--- config.mk ---
export PLATFORM = sky130hd
export DESIGN_NAME = riscv_trace_buffer
export DESIGN_NICKNAME = d
export VERILOG_FILES = /design/src/rtl/riscv_trace_buffer.sv
export SDC_FILE = /design/constraint.sdc
export NUM_CORES = 2
export LEC_CHECK = 0
export BUFFER_PORTS_ARGS = -buffer_cell sky130_fd_sc_hd__buf_2
export CAP_MARGIN = 20
export CORE_MARGIN = 2
export CORE_UTILIZATION = 30
export CTS_BUF_LIST = sky130_fd_sc_hd__clkbuf_8
export CTS_CLUSTER_SIZE = 40
export DETAILED_ROUTE_END_ITERATION = 10
export PLACE_DENSITY = 0.47
export SYNTH_ARGS = -nofsm -noshare
export SYNTH_HDL_FRONTEND = slang
export SYNTH_SLANG_ARGS = --single-unit
--- constraint.sdc ---
create_clock -name clk -period 3.95 [get_ports clk]
set_clock_uncertainty 0.1 [all_clocks]
set_input_delay 0 -clock clk [delete_from_list [all_inputs] [get_ports clk]]
set_output_delay 0 -clock clk [all_outputs]
set_load 0.05 [all_outputs]
--- src/rtl/riscv_trace_buffer.sv ---
// -----------------------------------------------------------------------------
// riscv_trace_buffer
//
// Commit-trace FIFO placed beside the RISC-V core. Each cycle it can capture
// up to two debug events from the core: one data-memory access (store or load)
// and one register write-back. Every event is tagged with the value of a
// free-running cycle timestamp and queued; a consumer drains the queue over a
// valid/ready port. Events that find no room are counted (saturating) and
// flagged with a sticky overflow bit. Capture can be frozen while draining
// continues.
//
// Ports
//   clk            clock
//   reset          synchronous, active-low reset
//   reg_write_sig  core register write strobe
//   reg_num        destination register number
//   reg_data       write-back value
//   wr / rd        data-memory write / read strobes (wr has priority)
//   addr           data-memory address
//   wr_data        store data
//   rd_data        load data
//   freeze         1: capture disabled, draining still allowed
//   clear_stats    clear drop_cnt and overflow
//   tr_valid       head entry valid
//   tr_ready       consumer accepts head
//   tr_kind        01 REG, 10 MEM_WR, 11 MEM_RD
//   tr_idx         register number (zero-extended) or memory address
//   tr_data        reg_data / wr_data / rd_data
//   tr_ts          timestamp of the capture cycle
//   level          current occupancy (0..DEPTH)
//   drop_cnt       dropped events, saturates at 16'hFFFF
//   overflow       sticky: at least one drop since reset/clear
// -----------------------------------------------------------------------------
module riscv_trace_buffer #(
   parameter int DATA_W    = 32,
   parameter int ADDR_W    = 9,
   parameter int DEPTH     = 16,
   parameter int TS_W      = 16,
   parameter int FILTER_X0 = 1
) (
   input  logic                     clk,
   input  logic                     reset,
   input  logic                     reg_write_sig,
   input  logic [4:0]               reg_num,
   input  logic [DATA_W-1:0]        reg_data,
   input  logic                     wr,
   input  logic                     rd,
   input  logic [ADDR_W-1:0]        addr,
   input  logic [DATA_W-1:0]        wr_data,
   input  logic [DATA_W-1:0]        rd_data,
   input  logic                     freeze,
   input  logic                     clear_stats,
   output logic                     tr_valid,
   input  logic                     tr_ready,
   output logic [1:0]               tr_kind,
   output logic [ADDR_W-1:0]        tr_idx,
   output logic [DATA_W-1:0]        tr_data,
   output logic [TS_W-1:0]          tr_ts,
   output logic [$clog2(DEPTH):0]   level,
   output logic [15:0]              drop_cnt,
   output logic                     overflow
);

   localparam int PTR_W = $clog2(DEPTH);
   localparam int LVL_W = PTR_W + 1;

   localparam logic [1:0] KIND_REG    = 2'b01;
   localparam logic [1:0] KIND_MEM_WR = 2'b10;
   localparam logic [1:0] KIND_MEM_RD = 2'b11;

   // Entry storage; data path only, never reset.
   logic [1:0]        kind_mem [DEPTH];
   logic [ADDR_W-1:0] idx_mem  [DEPTH];
   logic [DATA_W-1:0] data_mem [DEPTH];
   logic [TS_W-1:0]   ts_mem   [DEPTH];

   logic [PTR_W-1:0]  wptr;
   logic [PTR_W-1:0]  rptr;
   logic [TS_W-1:0]   ts;

   // Saturating add of the per-cycle drop count to the 16-bit drop counter.
   function automatic logic [15:0] sat_add16(input logic [15:0] cnt,
                                             input logic [1:0]  inc);
      logic [16:0] sum;
      sum = {1'b0, cnt} + {15'd0, inc};
      return sum[16] ? 16'hFFFF : sum[15:0];
   endfunction

   // Event decode and slot allocation
   logic              mem_ev;
   logic              reg_ev;
   logic [1:0]        mem_kind;
   logic [DATA_W-1:0] mem_data;
   logic [1:0]        n_ev;
   logic [1:0]        n_push;
   logic [1:0]        n_drop;
   logic [LVL_W-1:0]  free_slots;
   logic              pop;
   logic [1:0]        slot0_kind;
   logic [ADDR_W-1:0] slot0_idx;
   logic [DATA_W-1:0] slot0_data;
   logic [ADDR_W-1:0] reg_idx;

   always_comb begin
      mem_ev     = !freeze && (wr || rd);
      mem_kind   = wr ? KIND_MEM_WR : KIND_MEM_RD;
      mem_data   = wr ? wr_data : rd_data;
      reg_ev     = !freeze && reg_write_sig &&
                   !((FILTER_X0 != 0) && (reg_num == 5'd0));
      reg_idx    = ADDR_W'(reg_num);
      n_ev       = {1'b0, mem_ev} + {1'b0, reg_ev};
      // Space is judged on the pre-pop level: a same-cycle pop never makes
      // room for this cycle's events.
      free_slots = LVL_W'(DEPTH) - level;
      if (free_slots >= LVL_W'(2)) begin
         n_push = n_ev;
      end else if (free_slots == LVL_W'(1)) begin
         n_push = (n_ev != 2'd0) ? 2'd1 : 2'd0;
      end else begin
         n_push = 2'd0;
      end
      n_drop     = n_ev - n_push;
      pop        = tr_valid && tr_ready;
      // The memory event always takes the first slot so that a load is
      // queued ahead of its own write-back; the register event can only
      // ever be the one that loses out when a single slot remains.
      slot0_kind = mem_ev ? mem_kind : KIND_REG;
      slot0_idx  = mem_ev ? addr     : reg_idx;
      slot0_data = mem_ev ? mem_data : reg_data;
   end

   // Storage write
   always_ff @(posedge clk) begin
      if (n_push != 2'd0) begin
         kind_mem[wptr] <= slot0_kind;
         idx_mem[wptr]  <= slot0_idx;
         data_mem[wptr] <= slot0_data;
         ts_mem[wptr]   <= ts;
      end
      if (n_push == 2'd2) begin
         kind_mem[wptr + PTR_W'(1)] <= KIND_REG;
         idx_mem[wptr + PTR_W'(1)]  <= reg_idx;
         data_mem[wptr + PTR_W'(1)] <= reg_data;
         ts_mem[wptr + PTR_W'(1)]   <= ts;
      end
   end

   // Control state: pointers, occupancy, timestamp, statistics
   always_ff @(posedge clk) begin
      if (!reset) begin
         wptr     <= '0;
         rptr     <= '0;
         level    <= '0;
         ts       <= '0;
         drop_cnt <= '0;
         overflow <= 1'b0;
      end else begin
         wptr  <= wptr + PTR_W'(n_push);
         rptr  <= rptr + PTR_W'(pop);
         level <= level + LVL_W'(n_push) - LVL_W'(pop);
         ts    <= ts + TS_W'(1);
         if (n_drop != 2'd0) begin
            // A drop in the same cycle as a clear restarts the count at
            // this cycle's drops rather than losing them.
            drop_cnt <= clear_stats ? {14'd0, n_drop} : sat_add16(drop_cnt, n_drop);
            overflow <= 1'b1;
         end else if (clear_stats) begin
            drop_cnt <= '0;
            overflow <= 1'b0;
         end
      end
   end

   // Head presentation; fields only move when rptr advances on a pop.
   assign tr_valid = (level != '0);
   assign tr_kind  = kind_mem[rptr];
   assign tr_idx   = idx_mem[rptr];
   assign tr_data  = data_mem[rptr];
   assign tr_ts    = ts_mem[rptr];

endmodule

==> run metrics <==
outcome completed; Design Power roughly 30000 uW; Max-Cap Viols 0; Avg WL per Cell ~24 um; vias per cell 5.04; Die X roughly 400 um; clock latency on the worst-skew pair 0.89 ns; Hold Path Depth 4; maximum clock insertion buffer count 3; CTS tree built; GRT Total Usage 0.187; Synth top cells by count 848 x edfxtp_1, 628 x nand2_1, 575 x o21ai_0, 295 x mux4_2, 204 x clkbuf_1; simple-gate share of the synthesized area 0.0898; grt ovf 0; hold crit path type in2reg; adder-cell share of the synthesized area 0.00706; Post-Syn Nets 3589; HPWL after detailed placement a little under 90000 um; 1st-iter DRT viols roughly 2.5k; FP Rows between 100 and 150; CP endpoint kind flop; Worst Path Max Fanout 7; count leader, synth edfxtp_1; Final Cycle Share 0.924; ys async rst share 0; area of the multi-input gates about 16000 sq um; worst path arrival time 4.28 ns; drt first pass iters 5; Tmin final 3.65 ns; first-pass GRT wire length about 210000 um; VDD IR max 0.386 mV; synth unique cells 58; nets@finish about 4.0k; largest family of logic cells by synthesized area multiplexers; Slew Limit Fails 0; Avg Inst Size Synth 13.3 sq um; layout cells sized above 1 0.254; Routability Congestion 0.779; H-tree Lvls 4; R2R depth 18; synth warn 0; post-synthesis compound-gate area fraction 0.0893; cells after synthesis between 3k and 4k; multiplexer share of the synthesized area 0.154; Worst Setup Start Kind flop; slew margin rel. 0.377; Final Setup Violations 0; Reg area 28300 sq um; IO Port Bufs just under 200; Ports 200; PwrDens 547 nW/um^2; Post-synth EDFFs 848; Initial Utilization 0.301; register area share after synthesis 0.619; worst endpoint required time 4.58 ns; initial antenna violation count 4; die extent in y around 400 um; XOR/XNOR share of the synthesized area 0.00419; maximum number of pins on one net before global-route repair 72; Seq cells post-synth a little under 1k; vias in the first global route roughly 30k; Fin. Hold Viols 0; cts bufs inserted 172; fill count 14.6k; CP Class reg2reg; area delta synth->final 20.2%; top cells by area, synth edfxtp_1 56%, mux4_2 15%, o21ai_0 6.3%; clock-pin transition on the worst setup and hold timing paths ~0.06 ns; routed via count 30.2k; slew at the pin closest to its max-slew limit 0.935 ns; drt drc 0; leakage 0.0175 uW; Synth Cell Area 45700 sq um; clk sinks 990; fin util 0.362; unrepaired setup endpoints after global routing no; dominant synthesized flop cell edfxtp_1; Synth area leader edfxtp_1; Fmax achieved 274 MHz; Clock Root Buffer clkbuf_8; Routed Antenna Nets 0; DIE AREA 156000 sq um; Synth top area share 0.557; wirelength, routed 146000 um; Core ar. 152000 sq um
[stage by stage]
stage,setup slack (ns),hold slack [ns],instances,area (sq um),TNS [ns]
2_1_floorplan,-0.00187,0.0209,3447,45800,-0.00661
6_report,0.298,0.0915,5989,55000,0
3_5_place_dp,0.252,0.234,5503,50000,0
3_3_place_gp,0.259,0.234,5503,50000,0
5_1_grt,0.0184,0.0629,5989,55000,0
4_1_cts,0.144,0.0000980,5984,54900,0
[report_power, final]
group	internal [uW]	leakage [uW]	switching, uW
Clock	4630	0.00186	4440
Combinational	3250	0.00671	5180
Sequential	12200	0.00891	373
[metal layers]
layer	share of wire	vias to the layer above	track usage
met5	0.000096	-	0
met1	0.44	15400	0.253
met3	0.050	187	0.0321
met4	0.019	2	0.0439
li1	-	13700	-
met2	0.49	835	0.311
[worst paths after layout]
check           startpoint               to  slack (ns)
max               level[2]     drop_cnt[15]        0.30
min           reg_data[18]  data_mem[6][18]        0.09
min reg2reg  idx_mem[7][6]    idx_mem[7][6]        0.36
max reg2reg       level[2]     drop_cnt[15]        0.30
[cell type report]
class,instances,area share
clock buffer,189,0.0473
multi-input combinational,2081,0.291
clock inverter,124,0.0122
timing repair buffer,546,0.0864
antenna,2,0.0000910
sequential,990,0.516
inverter,27,0.00184
tap,2030,0.0462
[flip-flops by register name, indices dropped and copies added (netlist names), 4 cells and up]
register	count
data_mem	512
level	5
wptr	4
idx_mem	144
kind_mem	32
drop_cnt	16
ts	16
rptr	4
ts_mem	256
[worst max-delay path, stage by stage (launching register included)]
cell	delay (ns)
dfxtp_4	0.39
inv_1	0.07
ha_1	0.19
and2_1	0.15
ha_1	0.27
nor3b_4	0.25
o211ai_4	0.14
nor2_1	0.12
a21o_1	0.15
ha_4	0.17
xor2_2	0.20
inv_2	0.08
ha_1	0.27
a21oi_1	0.05
nor2b_1	0.18
nand2b_1	0.21
buf_4	0.19
nor4_1	0.21
a211oi_1	0.10
[cell families after synthesis]
group	after synthesis
compound gates	771
xor+xnor	21
fa+ha+maj	24
buf+inv	376
flops	990
mux	333
simple gates	932
[cell usage in the layout (no fill, tap or decap), types with 104 or more instances in the layout]
cell	Yosys	layout
buf_2	105	199
buf_4	5	121
clkbuf_8	0	189
dfxtp_1	142	134
dlygate4sd3_1	0	168
edfxtp_1	848	848
mux4_2	295	295
nand2_1	628	611
nand3_1	108	107
nor2_1	106	104
o21ai_0	575	573
[what timing repair did]
item / in CTS / in global routing
endpoints found under the setup margin: 0 / 6
endpoints found under the hold margin: 718 / 0
resized for setup: 0 / 2
setup buffers: 0 / 3
hold buffers: 168 / 0
Note: power is estimated with default switching activity, not from simulation.
